$ cat config.mk
export PLATFORM = sky130hd
export DESIGN_NAME = sha512_msg_padder
export DESIGN_NICKNAME = d
export VERILOG_FILES = /design/src/rtl/sha512_msg_padder.sv
export SDC_FILE = /design/constraint.sdc
export NUM_CORES = 2
export LEC_CHECK = 0
export BUFFER_PORTS_ARGS = -buffer_cell sky130_fd_sc_hd__buf_2
export CAP_MARGIN = 20
export CORE_ASPECT_RATIO = 1.5
export CORE_MARGIN = 3
export CORE_UTILIZATION = 35
export DETAILED_ROUTE_END_ITERATION = 8
export PLACE_DENSITY = 0.6
export SLEW_MARGIN = 30
export SYNTH_ARGS = -nofsm -noshare
export SYNTH_HDL_FRONTEND = slang
export SYNTH_SLANG_ARGS = --single-unit
$ cat constraint.sdc
create_clock -name clk -period 87.7 [get_ports clk]
set_clock_uncertainty 0.2 [all_clocks]
set_input_delay 4.385 -clock clk [delete_from_list [all_inputs] [get_ports clk]]
set_output_delay 4.385 -clock clk [all_outputs]
set_load 0.01 [all_outputs]
$ cat src/rtl/sha512_msg_padder.sv
// SHA-512 message padder: packs big-endian 64-bit message words into 1024-bit blocks
// with 0x80 marker, zero fill and 128-bit bit length. Optional abort input: MSG_ABORT_EN.
module sha512_msg_padder #(
  parameter int LEN_W = 64
) (
  input  logic          clk,
  input  logic          reset,
  input  logic          in_valid,
  output logic          in_ready,
  input  logic [63:0]   in_data,
  input  logic          in_last,
  input  logic [3:0]    in_bytes,
`ifdef MSG_ABORT_EN
  input  logic          in_abort,
`endif
  output logic          blk_valid,
  input  logic          blk_ready,
  output logic [1023:0] blk_data,
  output logic          blk_first,
  output logic          blk_last
);

  typedef enum logic [1:0] {
    FILL = 2'd0,
    BLK  = 2'd1,
    PAD  = 2'd2,
    FIN  = 2'd3
  } state_t;

  state_t             state, state_nxt;
  logic [3:0]         wi, wi_nxt;
  logic [LEN_W-1:0]   bit_len, bit_len_nxt;
  logic [LEN_W-1:0]   total_len, total_len_nxt;
  logic               first_pending, first_nxt;
  logic               full_pad, full_pad_nxt;
  logic               blk_valid_nxt, blk_first_nxt, blk_last_nxt;
  logic [1023:0]      blk_data_nxt;
  logic [63:0]        msg_words [15];
  logic               store_word;

  logic               abort;
  logic [3:0]         eff_nb;
  logic [6:0]         nb_bits;
  logic [63:0]        data_mask;
  logic [63:0]        marker;
  logic [7:0]         pad_off;
  logic [LEN_W-1:0]   msg_len;
  logic               fits;
  logic               spill;
  logic [63:0]        word_val;
  logic [1023:0]      assembled;

`ifdef MSG_ABORT_EN
  assign abort = in_abort;
`else
  assign abort = 1'b0;
`endif

  assign in_ready  = (state == FILL);
  assign eff_nb    = in_last ? in_bytes : 4'd8;
  assign nb_bits   = {eff_nb, 3'b000};
  assign data_mask = ~(64'hFFFF_FFFF_FFFF_FFFF >> nb_bits);
  // nb=8 shifts the marker out of the current word; spill places it in the next one
  assign marker    = in_last ? (64'h8000_0000_0000_0000 >> nb_bits) : 64'h0;
  assign spill     = in_last & (in_bytes == 4'd8);
  assign pad_off   = {1'b0, wi, 3'b000} + {4'b0000, in_bytes};
  assign msg_len   = bit_len + LEN_W'(nb_bits);
  assign fits      = in_last & (pad_off <= 8'd111);

  // Block image formed from stored words plus the word being accepted now
  always_comb begin
    assembled = 1024'h0;
    word_val  = 64'h0;
    for (int j = 0; j < 16; j++) begin
      if (j < int'(wi)) begin
        word_val = msg_words[j];
      end else if (j == int'(wi)) begin
        word_val = (in_data & data_mask) | marker;
      end else if (spill && (j == int'(wi) + 1)) begin
        word_val = 64'h8000_0000_0000_0000;
      end else begin
        word_val = 64'h0;
      end
      assembled[1023 - 64*j -: 64] = word_val;
    end
    if (fits) begin
      assembled[127:0] = {{(128-LEN_W){1'b0}}, msg_len};
    end else begin
      assembled[127:0] = assembled[127:0];
    end
  end

  // Next-state and next-output logic
  always_comb begin
    state_nxt     = state;
    wi_nxt        = wi;
    bit_len_nxt   = bit_len;
    total_len_nxt = total_len;
    first_nxt     = first_pending;
    full_pad_nxt  = full_pad;
    blk_valid_nxt = blk_valid;
    blk_data_nxt  = blk_data;
    blk_first_nxt = blk_first;
    blk_last_nxt  = blk_last;
    store_word    = 1'b0;
    case (state)
      FILL: begin
        if (abort) begin
          wi_nxt      = 4'd0;
          bit_len_nxt = {LEN_W{1'b0}};
          first_nxt   = 1'b1;
        end else if (in_valid) begin
          store_word  = (wi != 4'd15);
          bit_len_nxt = msg_len;
          if (in_last) begin
            blk_valid_nxt = 1'b1;
            blk_data_nxt  = assembled;
            blk_first_nxt = first_pending;
            total_len_nxt = msg_len;
            full_pad_nxt  = (pad_off == 8'd128);
            if (fits) begin
              blk_last_nxt = 1'b1;
              state_nxt    = FIN;
            end else begin
              blk_last_nxt = 1'b0;
              state_nxt    = PAD;
            end
          end else if (wi == 4'd15) begin
            blk_valid_nxt = 1'b1;
            blk_data_nxt  = assembled;
            blk_first_nxt = first_pending;
            blk_last_nxt  = 1'b0;
            state_nxt     = BLK;
          end else begin
            wi_nxt = wi + 4'd1;
          end
        end else begin
          state_nxt = FILL;
        end
      end
      BLK: begin
        if (blk_ready) begin
          blk_valid_nxt = 1'b0;
          first_nxt     = 1'b0;
          wi_nxt        = 4'd0;
          state_nxt     = FILL;
        end else begin
          state_nxt = BLK;
        end
      end
      PAD: begin
        if (blk_ready) begin
          blk_data_nxt  = {(full_pad ? 64'h8000_0000_0000_0000 : 64'h0), 832'h0,
                           {(128-LEN_W){1'b0}}, total_len};
          blk_first_nxt = 1'b0;
          blk_last_nxt  = 1'b1;
          state_nxt     = FIN;
        end else begin
          state_nxt = PAD;
        end
      end
      FIN: begin
        if (blk_ready) begin
          blk_valid_nxt = 1'b0;
          wi_nxt        = 4'd0;
          bit_len_nxt   = {LEN_W{1'b0}};
          first_nxt     = 1'b1;
          state_nxt     = FILL;
        end else begin
          state_nxt = FIN;
        end
      end
      default: begin
        state_nxt = FILL;
      end
    endcase
  end

  // State register
  always_ff @(posedge clk or posedge reset) begin
    if (reset) begin
      state <= FILL;
    end else begin
      state <= state_nxt;
    end
  end

  // Datapath and registered outputs
  always_ff @(posedge clk or posedge reset) begin
    if (reset) begin
      wi            <= 4'd0;
      bit_len       <= {LEN_W{1'b0}};
      total_len     <= {LEN_W{1'b0}};
      first_pending <= 1'b1;
      full_pad      <= 1'b0;
      blk_valid     <= 1'b0;
      blk_data      <= 1024'h0;
      blk_first     <= 1'b0;
      blk_last      <= 1'b0;
      for (int k = 0; k < 15; k++) begin
        msg_words[k] <= 64'h0;
      end
    end else begin
      wi            <= wi_nxt;
      bit_len       <= bit_len_nxt;
      total_len     <= total_len_nxt;
      first_pending <= first_nxt;
      full_pad      <= full_pad_nxt;
      blk_valid     <= blk_valid_nxt;
      blk_data      <= blk_data_nxt;
      blk_first     <= blk_first_nxt;
      blk_last      <= blk_last_nxt;
      if (store_word) begin
        msg_words[wi] <= in_data;
      end
    end
  end

endmodule

[Yosys cells after proc, flatten, opt, wreduce, memory -nomap -nowiden]
Index checks and enable logic that the tools add are counted.
W data, S select, Z words.
Word-level totals
  register bits after elaboration: 2123
  latch bits: 0
  bits in writable memories: 0
  memory bits (read-only): 0
  bits of input ports: 73
  output and inout bits: 1028
  logic and storage cells: 225
  memories: 0
Operators by class
  $add $sub $neg: 4
  multipliers: 0
  div/mod/pow operators: 0
  order comparisons: 18
  equality and inequality tests: 46
  shift-type cells: 2
  muxes and demuxes: 93
  bitwise operators: 6
  reductions and logical operators: 31
Operator list (count)
  $mux W1024: 4
  $mux W64: 52
  $pmux W1024 S2: 1
  $bwmux W960: 1
  $demux W64 S4: 1
  $eq A5 B32 Y1 const A: 7
  $eq A4 B32 Y1 const A: 4
  $mux W128: 1
  $pmux W64 S2: 1
  $shr A64 B7 Y64 const A: 2
  $add A64 B7 Y64: 1
  $and A64 B64 Y64: 1
  $eq A3 B32 Y1 const A: 2
  $not A64 Y64: 1
  $or A64 B64 Y64: 1
  $eq A2 B32 Y1 const A: 1
  $eq A4 B4 Y1 const A: 8
  $logic_not A32 Y1: 1
  $lt A4 B4 Y1 const A: 7
  $mux W4: 5
  $logic_and A1 B1 Y1: 17
  $mux W1: 17
  $eq A3 B4 Y1 const A: 4
  $lt A3 B4 Y1 const A: 4
  other kinds (33): 56

[Longest topological paths before layout]
  depth after elaboration: 12
  gate-level depth with buffers: 14
  mapped depth without buffers: 9

[Least setup slack after synthesis]
Ideal clock, no wire load.
  kind: input-to-reg
  from: input port in_last
  to: register blk_data[25]
  library setup time: 0.104 ns
  arrival time: 7.095 ns
  data required time: 87.396 ns
  slack: 80.301 ns
  stages: 12
  path buffers: 3
  cells stage by stage: buf_2 > clkbuf_1 > clkbuf_1 > and2_1 > ha_1 > ha_1 > a21oi_1 > o41ai_2 > nand2_1 > or3_1 > xnor2_1 > a221oi_1
On the way
  cells in the longest elaborated chain, start to end: 11
  elaborated cells between the ends (all ways): 17
  those cells by class: 1 x add/sub; 1 x eq/ne; 2 x shift; 8 x mux; 4 x bitwise; 1 x reduce/logical
Ends and longest elaborated chain
  start: declaration: RTL line 11  | input logic in_last,
  $mux W4: RTL line 60  | assign eff_nb = in_last ? in_bytes : 4'd8;
  $shr A64 B7 Y64: RTL line 62  | assign data_mask = ~(64'hFFFF_FFFF_FFFF_FFFF >> nb_bits);
  $not A64 Y64: RTL line 62
  $and A64 B64 Y64: RTL line 78  | word_val = (in_data & data_mask) | marker;
  $or A64 B64 Y64: RTL line 78
  $mux W64: RTL line 77  | end else if (j == int'(wi)) begin
  $mux W128: RTL line 86  | if (fits) begin
  $mux W1024: RTL line 128  | end else if (wi == 4'd15) begin
  $mux W1024: RTL line 115  | if (in_last) begin
  $mux W1024: RTL line 112  | end else if (in_valid) begin
  $pmux W1024 S2: RTL line 106  | case (state)
  end signal: assignment: RTL line 210  | blk_data <= blk_data_nxt;
  end: declaration: RTL line 18  | output logic [1023:0] blk_data,
Parallel ways exist; a longest one is shown, timed or not. The select of a mux whose other input is x is not followed.
A chain may end at the register's enable or synchronous reset.

==> impl_metrics.json <==
{
  "grt_pass1_vias": 71300,
  "crit_path_end_kind": "asynchronous set/reset pin",
  "clk_pin_slew_ns": 0.07,
  "antenna_left": 0,
  "clkSinkCount": 2117,
  "path_delay_family": "buffers and inverters",
  "drc": 0,
  "dr.pass1.iters": 8,
  "place_area_mm2": 0.0985,
  "finalSetupViolCount": 0,
  "ys.flop_type": "dfrtp_1",
  "core_mm2": 0.255,
  "antenna_found_initial": 25,
  "path_cells": "buf_2 -> inv_8 -> buf_4 -> buf_4 -> buf_4 -> buf_4 -> buf_4 -> buf_4 -> buf_4 -> buf_4",
  "cts_buffer_depth": 4,
  "synthArstFlopShare_pct": 100,
  "syn_area_mm2": 0.0897,
  "clock_latency_ns": 0.90,
  "vias": 72200,
  "fmax_ghz": 0.0960,
  "hold_path.class": "reg -> reg",
  "syn-mean-instance-area_um2": 11.3,
  "use_met3_pct": 6.45,
  "drive_above_1_share_pct": 30.6,
  "rsz0062_at_grt": "no",
  "synth_top_area_share_pct": 59.0,
  "gr-max-usage-layer": "met2",
  "synth_cells": 7940,
  "finalCritPeriodShare_pct": 11.9,
  "cpMostUsedCell": "buf_4",
  "postCtsHoldBufs": 0,
  "grt_overflow": 0,
  "yosysSeqAreaShare_pct": 59.1,
  "place_ws_ns": 76.06,
  "setup_ws_ns": 77.28,
  "clock-root-buffer": "clkbuf_16",
  "io_buffers": 1100,
  "p_leak_nw": 50.2,
  "use_met2_pct": 47.4,
  "power.total_w": 0.00312,
  "report.final.slew_viol_count": 0,
  "required_ns": 88.39,
  "max-vdd-ir-drop_v": 0.0000206,
  "htreeDepth": 4,
  "cts.repair_timing.setup_buffer_count": 0,
  "cp_max_fo": 107,
  "track_usage_pct": 29.8,
  "dp_hpwl_um": 266000,
  "cts_inserted_buffers": 211,
  "post_cts_resize_count": 0,
  "synthDistinctLibCells": 77,
  "syn2layout_area_growth_pct": 17.8,
  "worst_setup_path_start_kind": "input port",
  "die_h_um": 626,
  "initial_core_util_pct": 35.2,
  "vias_per_cell": 5.94,
  "crit_arrival_ns": 11.11,
  "hold_viol": 0,
  "grt_max_degree": 193,
  "fin_nets": 8754,
  "setup_tns_ns": 0,
  "ioPinCount": 1101,
  "path_class": "in -> async",
  "cpPeakStageDelay_ns": 0.83,
  "syn-num-nets": 8024,
  "rows": 227,
  "yosysTopAreaCell": "dfrtp_1",
  "power.density_mw_per_mm2": 29.6,
  "synthTopCellsByArea": "dfrtp_1, mux2_2, o21ai_0",
  "die_x_um": 419,
  "outcome": "finished, final reports clean",
  "yosys_register_bits": 2117,
  "cts_tree": "yes",
  "die_area_mm2": 0.263,
  "cp_num_buf_inv": 10,
  "use_met1_pct": 35.8,
  "routed_wl_um": 402000,
  "post-route-min-period_ns": 10.42,
  "cp_slowest_cell": "buf_4",
  "worstMarginPinSlew_ns": 1.10,
  "hold_slack_ns": 0.262,
  "stdcell_area_mm2": 0.106,
  "yosysWarnings": 0,
  "max_cap_viol_count": 0,
  "synth_edf_count": 0,
  "relSlewSlack_pct": 26.5,
  "gp_congestion": 0.888,
  "wl_per_cell_um": 33.0,
  "grt_pass1_wl_um": 558000,
  "drtIter0Drc": 6982
}
[synthesized netlist by cell type, types with 13 or more instances]
| master | n |
|---|---|
| mux2_2 | 966 |
| o21ai_0 | 1115 |
| nor2_1 | 138 |
| o22ai_1 | 17 |
| xnor2_1 | 38 |
| nor3_1 | 38 |
| mux2i_1 | 66 |
| xor2_1 | 16 |
| clkbuf_1 | 690 |
| nand4_1 | 19 |
| a21oi_1 | 127 |
| nand2_1 | 1062 |
| a22o_1 | 160 |
| and2_1 | 68 |
| inv_1 | 20 |
| o221ai_1 | 13 |
| dfrtp_1 | 2116 |
| a31oi_1 | 31 |
| nor4_1 | 13 |
| a221oi_1 | 19 |
| a22oi_1 | 703 |
| or3_1 | 30 |
| and3_1 | 17 |
| buf_2 | 34 |
| nand3_1 | 174 |
| buf_1 | 46 |
| o31ai_1 | 34 |
[layout make-up]
cell class	instances	area, µm²
sequential	2117	53000
fill	24500	149000
multi-input combinational	5029	34100
inverter	20	82.6
antenna	16	40.0
clock inverter	74	881
clock buffer	298	6160
tap	3320	4150
timing repair buffer	1291	7270
[stage by stage]
step	utilization, %	instances
floorplan	-	7940
global placement	38.5	11800
detailed placement	38.6	11800
CTS	41.4	12100
global route	41.4	12200
finish	41.4	12200
[layer usage]
metal | wire [µm] | vias up | share of wire (%)
li1 | - | 29800 | -
met1 | 149000 | 37600 | 37
met2 | 187000 | 3862 | 46
met3 | 32700 | 951 | 8.1
met4 | 33400 | 2 | 8.3
met5 | 10 | - | 0.0025
[logic make-up (layout without fill, tap and decap cells)]
group                    count (synthesis)  after routing  synth area share, %
other                                    0             16                    0
buffers and inverters                  794           1683                 3.39
adder cells (fa/ha/maj)                 12             12                0.165
AO/OA/AOI/OAI                         2303           2303                 16.1
AND/OR/NAND/NOR                       1628           1628                 7.92
flip-flops                            2117           2117                 59.1
multiplexers                          1032           1032                 12.9
XOR/XNOR                                54             54                0.527
[path summary, 6_finish.rpt]
path / start / to / slack, ns / depth (start not counted)
max: reset / blk_data[209]$_DFFE_PP0P_ / 77.28 / 10
min: first_pending$_DFFE_PP1P_ / first_pending$_DFFE_PP1P_ / 0.26 / 2
max reg2reg: wi[1]$_DFFE_PP0P_ / blk_data[209]$_DFFE_PP0P_ / 81.40 / 11
min reg2reg: first_pending$_DFFE_PP1P_ / first_pending$_DFFE_PP1P_ / 0.26 / 2
max in group clk: in_valid / blk_data[209]$_DFFE_PP0P_ / 78.78 / 11
min in group asynchronous: reset / blk_data[503]$_DFFE_PP0P_ / 3.41 / 2
[where the power goes]
part / switching (W) / internal, W
registers: 0.000149 / 0.00117
clock network: 0.000408 / 0.000533
logic: 0.000585 / 0.000279
[worst reg2reg max path: stages (launching register included)]
cell and delay (ns):
dfrtp_1 0.56, ha_1 0.61, a31oi_1 0.56, nor2_4 0.26, a21oi_4 0.46, buf_4 0.75
buf_4 0.59, buf_16 0.30, buf_6 0.70, buf_12 0.75, nand2_1 0.36, o21ai_0 0.11
[flip-flops by register name, indices dropped and copies added (netlist names)]
signal,cells
blk_first,1
blk_last,1
total_len,61
full_pad,1
blk_valid,1
first_pending,1
msg_words,960
blk_data,1024
wi,4
bit_len,61
state,2
[cell usage in the layout, fill, tap and decap left out, types with 11 or more instances in the layout]
| master | n |
|---|---|
| a22oi_1 | 703 |
| nor4_1 | 13 |
| buf_4 | 159 |
| o22ai_1 | 17 |
| inv_1 | 18 |
| a221oi_1 | 19 |
| and2_2 | 11 |
| o221ai_1 | 13 |
| a31oi_1 | 31 |
| a22o_1 | 160 |
| clkbuf_16 | 212 |
| dfrtp_1 | 2115 |
| xor2_1 | 16 |
| nor2_1 | 125 |
| clkinv_2 | 39 |
| mux2_2 | 966 |
| mux2i_1 | 65 |
| a21oi_1 | 125 |
| nand4_1 | 19 |
| and2_1 | 54 |
| clkbuf_8 | 53 |
| and3_1 | 16 |
| diode_2 | 16 |
| nor3_1 | 37 |
| xnor2_1 | 38 |
| o21ai_0 | 1115 |
| bufinv_16 | 15 |
| nand3_1 | 166 |
| or3_1 | 29 |
| nand2_1 | 1052 |
| nor2_4 | 12 |
| buf_6 | 15 |
| o31ai_1 | 34 |
| buf_2 | 1100 |
| clkbuf_1 | 33 |
(Power assumes the default switching activity.)
